**config.mk**
```make
export PLATFORM = sky130hd
export DESIGN_NAME = tiny_nn_host_driver
export DESIGN_NICKNAME = d
export VERILOG_FILES = /design/src/rtl/tiny_nn_pkg.sv /design/src/rtl/tiny_nn_result_capture.sv /design/src/rtl/tiny_nn_host_driver.sv
export SDC_FILE = /design/constraint.sdc
export NUM_CORES = 1
export LEC_CHECK = 0
export CAP_MARGIN = 30
export CORE_MARGIN = 2
export CORE_UTILIZATION = 30
export DETAILED_ROUTE_END_ITERATION = 8
export GPL_TIMING_DRIVEN = 0
export MAX_ROUTING_LAYER = met4
export PLACE_DENSITY = 0.48
export SYNTH_ARGS = -nofsm -noshare
export SYNTH_HDL_FRONTEND = slang
export SYNTH_SLANG_ARGS = --single-unit
```
**constraint.sdc**
```tcl
create_clock -name clk_i -period 2.9 [get_ports clk_i]
set_input_delay 0.725 -clock clk_i [delete_from_list [all_inputs] [get_ports clk_i]]
set_output_delay 0.725 -clock clk_i [all_outputs]
set_load 0.05 [all_outputs]
```
**src/rtl/tiny_nn_pkg.sv**
```systemverilog
// Shared types and constants for the tiny-nn pin protocol and its host driver.
package tiny_nn_pkg;

   typedef logic [15:0] fp_t;

   localparam logic [3:0] CmdOpConvolve = 4'h1;
   localparam fp_t        FPStdNaN      = 16'h7fc0;
   localparam fp_t        IdleWord      = 16'h0000;

   localparam int unsigned DrainCyclesDefault = 5;

   typedef enum logic [2:0] {
      StIdle,
      StLoad,
      StCmd,
      StParams,
      StExec,
      StTerm,
      StDrain,
      StWait
   } state_e;

endpackage

```
**src/rtl/tiny_nn_result_capture.sv**
```systemverilog
// Tags every streamed word, delays the tag by the core latency and pairs the
// returned lo/hi bytes into 16-bit results.
module tiny_nn_result_capture
   import tiny_nn_pkg::*;
#(
   parameter int unsigned ResultLatency = 4
) (
   input  logic       clk_i,
   input  logic       rst_ni,
   input  logic       push,
   input  logic [7:0] data,
   output fp_t        result,
   output logic       result_valid,
   output logic       empty
);

   logic [ResultLatency-1:0] stream_line_reg;
   logic [ResultLatency-1:0] phase_line_reg;
   logic                     phase_reg;
   logic [7:0]               lo_reg;
   logic                     out_stream;
   logic                     out_phase;

   assign out_stream = stream_line_reg[ResultLatency-1];
   assign out_phase  = phase_line_reg[ResultLatency-1];

   always_ff @(posedge clk_i) begin
      if (!rst_ni) begin
         stream_line_reg <= '0;
         phase_line_reg  <= '0;
         phase_reg       <= 1'b0;
         lo_reg          <= '0;
      end else begin
         // Phase rests at 0 outside the window, so the first Exec word is a lo byte.
         phase_reg          <= push ? ~phase_reg : 1'b0;
         stream_line_reg[0] <= push;
         phase_line_reg[0]  <= phase_reg;
         for (int i = 1; i < ResultLatency; i++) begin
            stream_line_reg[i] <= stream_line_reg[i-1];
            phase_line_reg[i]  <= phase_line_reg[i-1];
         end
         if (out_stream && !out_phase) begin
            lo_reg <= data;
         end
      end
   end

   assign result       = {data, lo_reg};
   assign result_valid = out_stream & out_phase;
   assign empty        = ~|stream_line_reg;

endmodule

```
**src/rtl/tiny_nn_host_driver.sv**
```systemverilog
// Host-side driver: buffers convolve parameters, streams command/params/values
// to the tiny-nn pins and reassembles the returned byte pairs.
module tiny_nn_host_driver
   import tiny_nn_pkg::*;
#(
   parameter int unsigned NumParams     = 8,
   parameter int unsigned ResultLatency = 4,
   parameter int unsigned DrainCycles   = DrainCyclesDefault
) (
   input  logic        clk_i,
   input  logic        rst_ni,
   input  logic        job_start_i,
   output logic        job_ready_o,
   input  logic [15:0] param_i,
   input  logic        param_valid_i,
   output logic        param_ready_o,
   input  logic [15:0] val_i,
   input  logic        val_last_i,
   input  logic        val_valid_i,
   output logic        val_ready_o,
   output logic [15:0] result_o,
   output logic        result_valid_o,
   output logic        job_done_o,
   output logic        err_o,
   output logic [15:0] tnn_data_o,
   input  logic [7:0]  tnn_data_i
);

   localparam int unsigned CntMax = (NumParams > DrainCycles) ? NumParams : DrainCycles;
   localparam int unsigned CntW   = $clog2(CntMax + 1);
   localparam int unsigned IdxW   = $clog2(NumParams);

   state_e          state_reg;
   logic [CntW-1:0] cnt_reg;
   logic            err_reg;
   logic            ready_en_reg;
   fp_t             param_rf [NumParams];
   logic            push;
   logic            cap_empty;

   assign push = (state_reg == StExec) || (state_reg == StTerm) || (state_reg == StDrain);

   // Held low through reset so job_ready_o only rises the cycle after release.
   assign job_ready_o   = (state_reg == StIdle) && cap_empty && ready_en_reg;
   assign param_ready_o = (state_reg == StLoad);
   assign val_ready_o   = (state_reg == StExec);
   assign job_done_o    = (state_reg == StWait) && cap_empty;
   assign err_o         = err_reg;

   always_ff @(posedge clk_i) begin
      if ((state_reg == StLoad) && param_valid_i) begin
         param_rf[IdxW'(cnt_reg)] <= param_i;
      end
   end

   always_ff @(posedge clk_i) begin
      if (!rst_ni) begin
         state_reg    <= StIdle;
         cnt_reg      <= '0;
         err_reg      <= 1'b0;
         ready_en_reg <= 1'b0;
      end else begin
         ready_en_reg <= 1'b1;
         unique case (state_reg)
            StIdle: begin
               if (job_start_i && job_ready_o) begin
                  err_reg   <= 1'b0;
                  cnt_reg   <= '0;
                  state_reg <= StLoad;
               end
            end
            StLoad: begin
               if (param_valid_i) begin
                  if (cnt_reg == CntW'(NumParams - 1)) begin
                     cnt_reg   <= '0;
                     state_reg <= StCmd;
                  end else begin
                     cnt_reg <= cnt_reg + 1'b1;
                  end
               end
            end
            StCmd: state_reg <= StParams;
            StParams: begin
               if (cnt_reg == CntW'(NumParams - 1)) begin
                  cnt_reg   <= '0;
                  state_reg <= StExec;
               end else begin
                  cnt_reg <= cnt_reg + 1'b1;
               end
            end
            StExec: begin
               // A missing value becomes the terminator itself; no separate Term cycle.
               if (!val_valid_i) begin
                  err_reg   <= 1'b1;
                  state_reg <= StDrain;
               end else if (val_last_i) begin
                  state_reg <= StTerm;
               end
            end
            StTerm: state_reg <= StDrain;
            StDrain: begin
               if (cnt_reg == CntW'(DrainCycles - 1)) begin
                  cnt_reg   <= '0;
                  state_reg <= StWait;
               end else begin
                  cnt_reg <= cnt_reg + 1'b1;
               end
            end
            StWait: begin
               if (cap_empty) begin
                  state_reg <= StIdle;
               end
            end
            default: state_reg <= StIdle;
         endcase
      end
   end

   always_comb begin
      tnn_data_o = IdleWord;
      case (state_reg)
         StCmd:    tnn_data_o = {CmdOpConvolve, 12'h000};
         StParams: tnn_data_o = param_rf[IdxW'(cnt_reg)];
         StExec:   tnn_data_o = val_valid_i ? val_i : FPStdNaN;
         StTerm:   tnn_data_o = FPStdNaN;
         default:  tnn_data_o = IdleWord;
      endcase
   end

   tiny_nn_result_capture #(
      .ResultLatency(ResultLatency)
   ) u_capture (
      .clk_i       (clk_i),
      .rst_ni      (rst_ni),
      .push        (push),
      .data        (tnn_data_i),
      .result      (result_o),
      .result_valid(result_valid_o),
      .empty       (cap_empty)
   );

endmodule

```
==> impl_metrics.toml, run 1 <==
[setup_path]
r2r_end = "param_rf[4][12]$_DFFE_PP_"
cp.required_ns = 2.17
criticalPathCategory = "flip-flop to primary output"
start_kind = "flip-flop"
rr_worst_depth = 6
arrival_ns = 2.16
cp_max_fo = 5
regToRegSetupSlack_ns = 0.60
cp-end-kind = "primary output"
r2r-start = "state_reg[2]$_SDFFE_PN0P_"

[finish]
fillers = 1913
stdcell_area_um2 = 8522
nNetsFinal = 542
drive_above_1_share_pct = 28.80
largest_register_ffs = 128
areaGrowthSynthToFinish_pct = 34.50
diodes = 0

[place]
port_buffers = 83
place_congestion = 0.8843
post-dp-hpwl_um = 9862
place_area_um2 = 7706
dp_slack_ns = -1.431

[cts]
clock-sinks = 157
worst_skew_pair.late_latency_ns = 0.44
cts_tree = "done"
cts-hold-fix-buffers = 0
cts_max_path_buffers = 2
htreeDepth = 4
cts-root-buf = "clkbuf_16"
cts_made_buffers = 17
cts.reportedPaths.clkPinSlew_ns = 0.07

[yosys]
synth_ff_type = "edfxtp_1"
netlist.area_leader.share_pct = 60.66
ys_warn_count = 0
ys_seq_elements = 157
syn-num-nets = 427
synth_edf_count = 128
ys_seq_area_share_pct = 69.83
synth_common_cells = "edfxtp_1 (128), mux4_2 (32), dfxtp_1 (29), nor2_1 (26), mux2i_1 (25)"
synth_area_um2 = 6336
ys_top_cells_by_area = "edfxtp_1 (61%), mux4_2 (11%), dfxtp_1 (9.2%)"
synth.avg_cell_area_um2 = 16.72
synthMostInstantiatedCell = "edfxtp_1"
synth_top_cell_by_area = "edfxtp_1"
ys_async_sr_fraction_pct = 0
synthCells = 379
ys_types = 42

[sta]
layout_setup_ws_ns = 0.01293
post-route-min-period_ns = 2.887
skew_ns = 0.01284
setup_tns_ns = 0
period_share_pct = 99.55
fmax_mhz = 346.4
finalHoldViolCount = 0
maxSlewHeadroom_pct = 55.10
tightestPinTransition_ns = 0.6728
setup_viol = 0
rsz0062_at_grt = "true"
slew_viol_final = 0

[global_routing]
antenna_found_initial = 0
grt_remaining_overflow = 0
grt_pass1_wl_um = 21890
grt.busiest_layer = "met2"
first_global_vias = 3803
grt_start_max_net_pins = 19
grt_use_met3_pct = 3.242
met2_usage_pct = 22.40
grt_util_all_layers_pct = 14.13
met1_usage_pct = 17.57

[detailed_routing]
via_count = 3711
ant_nets = 0
via_per_inst = 4.746
firstDrtPassIters = 4
post_drt_wl_per_cell_um = 18.64
wl_um = 14570
drcViolationCount = 0
drt_first_iter_violations = 248

[die]
num_rows = 53
die_h_um = 149.3
die_area_um2 = 22300
die_w_um = 149.3
ios = 84
start_util_pct = 30.33
core_region_area_um2 = 20890

[outcome]
status = "complete, no violations"

[worst_hold_path]
min_path_type = "flip-flop to flip-flop"
min_path_cells = 1
hold_end = "u_capture.phase_reg$_SDFF_PN0_"
worstHoldStart = "u_capture.phase_reg$_SDFF_PN0_"

[pwr]
p_leak_nw = 2.782
p_per_area_nw_per_um2 = 663.8
vdd_drop_max_v = 0.0004183

[run]
maxCapViolCount = 0
-- layer usage --
metal	vias to the layer above	part of all wire, %
li1	1725	-
met3	23	5.0
met2	117	49
met1	1846	45
met4	0	1.8
met5	-	0
-- logic make-up after synthesis --
| kind of cell | count (synthesis) | share of synthesized area (%) |
|---|---|---|
| flops | 157 | 69.83 |
| simple gates | 84 | 6.931 |
| mux | 58 | 15.50 |
| compound gates | 44 | 4.542 |
| buf+inv | 34 | 2.804 |
| fa+ha+maj | 2 | 0.3949 |
-- where the power goes --
part	internal (mW)	total (mW)	switching, mW
Combinational	0.433	0.948	0.514
Clock	1.16	2.18	1.03
Sequential	2.50	2.53	0.0266
-- worst max-delay path by stage --
stage | startpoint | end | slack [ns] | depth (start not counted)
floorplan | state_reg[2]$_SDFFE_PN0P_ | param_rf[2][0]$_DFFE_PP_ | 0.12 | 5
global placement | val_valid_i | tnn_data_o[3] | -1.46 | 7
detailed placement | val_valid_i | tnn_data_o[3] | -1.43 | 7
CTS | flip-flop | tnn_data_o[7] | -0.04 | 7
global route | flip-flop | tnn_data_o[14] | -0.08 | 7
finish | flip-flop | tnn_data_o[13] | 0.01 | 7
-- metrics by stage --
| stage | hold WS [ns] | cells | power (mW) | util [%] |
|---|---|---|---|---|
| after floorplan | 0.3840 | 379 | 3.116 | - |
| after global placement | 0.3951 | 737 | 3.390 | 36.00 |
| after detailed placement | 0.4004 | 745 | 3.422 | 36.89 |
| after CTS | 0.4107 | 781 | 5.695 | 40.37 |
| after global routing | 0.4213 | 782 | 5.868 | 40.80 |
| final | 0.4056 | 782 | 5.657 | 40.80 |
-- repair_timing --
item,in CTS,in global routing
setup endpoints to repair,19,19
gates resized for setup,128,26
cloned,1,1
pin swaps,1,0
setup buffers,4,0
-- cells in the final DEF, fill, tap and decap left out, drive strengths merged, types with 2 or more instances in the layout --
cell / instances
inv: 17
a211oi: 2
a21oi: 6
o211ai: 3
and4: 2
dfxtp: 29
buf: 50
and3b: 2
nor4: 2
ha: 2
mux2i: 25
edfxtp: 128
mux4: 32
nand4: 3
and2: 9
a221oi: 2
o22ai: 10
clkinv: 4
nand2: 18
o21ai: 14
clkdlybuf4s50: 62
nor3b: 2
nor2b: 2
dlygate4sd2: 2
nand2b: 5
clkbuf: 25
nor2: 26
nor3: 5
nand3: 7
-- worst max-delay path, cell delays in order (launching register included) --
cell and delay [ns]:
dfxtp_2 0.32, buf_6 0.13, buf_12 0.12, buf_12 0.13, mux4_2 0.50, mux2i_2 0.19, o22ai_1 0.11, buf_4 0.23
-- final cells by class --
type	instances	area (um^2)	area share [%]
timing repair buffer	97	1081	12.69
multi-input combinational	188	1842	21.61
tap	275	344.1	4.038
clock inverter	15	163.9	1.923
clock buffer	17	425.4	4.992
buffer	27	217.7	2.555
inverter	6	22.52	0.2643
sequential	157	4425	51.93
(Power assumes the default switching activity.)
==> run 2, diff against run 1 <==
--- a/config.mk
+++ b/config.mk
@@ -6,6 +6,7 @@
 export NUM_CORES = 1
 export LEC_CHECK = 0
 export CAP_MARGIN = 30
+export CORE_ASPECT_RATIO = 1.25
 export CORE_MARGIN = 2
 export CORE_UTILIZATION = 30
 export DETAILED_ROUTE_END_ITERATION = 8
==> run 2 against run 1 <==
Net effect:
- sequential share of layout area increased by 0.52 points
- worst setup slack better by 0.029 ns
- combinational power down 2.7%
- count of clock-buffer cells in the layout is 2 higher
- cell area shrank 0.98%
- die area about the same
- global-route usage is 0.057 points higher
==> impl_metrics.toml, run 2 (synthesis results as in run 1) <==
[cts]
cts-root-buf = "clkbuf_16"
worst_skew_pair.late_latency_ns = 0.42
cts_max_path_buffers = 2
cts.reportedPaths.clkPinSlew_ns = 0.06
cts_made_buffers = 17
clock-sinks = 157
htreeDepth = 4
cts_tree = "done"
cts-hold-fix-buffers = 0

[sta]
period_share_pct = 98.54
post-route-min-period_ns = 2.858
fmax_mhz = 349.9
rsz0062_at_grt = "true"
skew_ns = 0.01058
tightestPinTransition_ns = 0.5738
slew_viol_final = 0
maxSlewHeadroom_pct = 61.71
setup_tns_ns = 0
finalHoldViolCount = 0
setup_viol = 0

[setup_path]
cp-end-kind = "primary output"
cp.required_ns = 2.17
path_buf_inv = 4
cp_slowest_stage_delay_ns = 0.50
critPathTopFamily = "multiplexers"
crit_chain = "buf_8 -> buf_12 -> buf_12 -> mux4_2 -> mux2i_2 -> o22ai_1 -> buf_4"
criticalPathCategory = "flip-flop to primary output"
arrival_ns = 2.13
critPathMostFrequentCell = "buf_12"
start_kind = "flip-flop"
cp_max_fo = 7
critPathSlowestCell = "mux4_2"

[global_routing]
first_global_vias = 3861
grt_pass1_wl_um = 22490
grt_remaining_overflow = 0
grt_start_max_net_pins = 17
antenna_found_initial = 0
grt_util_all_layers_pct = 14.19

[detailed_routing]
ant_nets = 0
wl_um = 14630
via_per_inst = 4.813
drt_first_iter_violations = 220
post_drt_wl_per_cell_um = 18.78
firstDrtPassIters = 4
via_count = 3749
drcViolationCount = 0

[die]
die_h_um = 166.5
die_area_um2 = 22310
start_util_pct = 30.54
die_w_um = 134.0
core_region_area_um2 = 20740
ios = 84
num_rows = 59

[finish]
largest_register_ffs = 128
drive_above_1_share_pct = 27.72
nNetsFinal = 540
diodes = 0
fin_cells = 779
fillers = 1904
areaGrowthSynthToFinish_pct = 33.18
layout_commonest_cell = "edfxtp_1"
final_cell_mix = "edfxtp_1 (128), clkdlybuf4s50_1 (62), mux4_2 (32), dfxtp_1 (28)"
stdcell_area_um2 = 8438

[run]
maxCapViolCount = 0

[pwr]
sw_frac_of_total_pct = 25.32
p_int_mw = 4.191
vdd_drop_max_v = 0.0004180
p_leak_nw = 2.759
p_clk_share_pct = 38.5
p_sw_mw = 1.421
comb_power_share_pct = 16.4
p_per_area_nw_per_um2 = 665.0
p_seq_share_pct = 45.1

[place]
port_buffers = 83
placed_cells = 744
post-dp-hpwl_um = 9727
place_congestion = 0.8363
place_area_um2 = 7755

[worst_hold_path]
min_path_type = "flip-flop to flip-flop"

[outcome]
status = "complete, no violations"
[run 2: cell types whose count changed in the layout (fill, tap and decap cells not counted), sizes merged]
cell           previous run  this run
clkbuf                   25        27
dlygate4sd2               2         3
clkinv                    4         5
clkdlybuf4s15             1         0
buf                      50        48
bufinv                    0         2
inv                      17        10
clkinvlp                  0         2
[run 2: path summary, 6_finish.rpt]
kind | start | end | slack, ns | cells after the start
max | flip-flop | tnn_data_o[13] | 0.04 | 7
min | u_capture.phase_reg$_SDFF_PN0_ | u_capture.phase_reg$_SDFF_PN0_ | 0.41 | 1
max reg2reg | state_reg[2]$_SDFFE_PN0P_ | param_rf[5][1]$_DFFE_PP_ | 0.65 | 6
min reg2reg | u_capture.phase_reg$_SDFF_PN0_ | u_capture.phase_reg$_SDFF_PN0_ | 0.41 | 1
[run 2: cell type report]
cell class                 instances  area, um^2  area share, %
clock buffer                      19       432.9          5.130
inverter                           6       22.52         0.2669
sequential                       157        4425          52.45
timing repair buffer              95        1037          12.29
clock inverter                    13       138.9          1.646
tap                              274       342.8          4.063
buffer                            27       227.7          2.699
multi-input combinational        188        1810          21.46
[run 2: metal layers]
metal,GRT usage (%),share of wire [%],up-vias
met1,16.83,42,1912
met2,23.81,52,104
met3,2.892,3.8,19
li1,-,-,1714
met4,5.273,1.5,0
met5,-,0,-
[run 2: metrics by stage]
stage | setup WS [ns] | total power [mW] | hold slack (ns) | utilization, %
floorplan | 0.1161 | 3.116 | 0.3840 | -
global placement | -1.233 | 3.395 | 0.3970 | 36.25
detailed placement | -1.262 | 3.434 | 0.4020 | 37.38
CTS | -0.01777 | 5.657 | 0.4115 | 40.50
global route | -0.05865 | 5.826 | 0.4257 | 40.68
finish | 0.04229 | 5.611 | 0.4102 | 40.68
[run 2: power by group through the flow]
stage / logic, mW / clock network (mW) / registers [mW]
2_1_floorplan: 0.547 / 0 / 2.57
3_3_place_gp: 0.820 / 0 / 2.57
3_5_place_dp: 0.859 / 0 / 2.58
4_1_cts: 0.917 / 2.21 / 2.53
5_1_grt: 0.992 / 2.30 / 2.53
6_report: 0.922 / 2.16 / 2.53
[run 2: what timing repair did]
item / in CTS / in global routing
gates resized for setup: 121 / 16
setup buffers: 3 / 1
hold endpoints to repair: 0 / 0
pin swaps: 1 / 2
setup endpoints to repair: 19 / 15
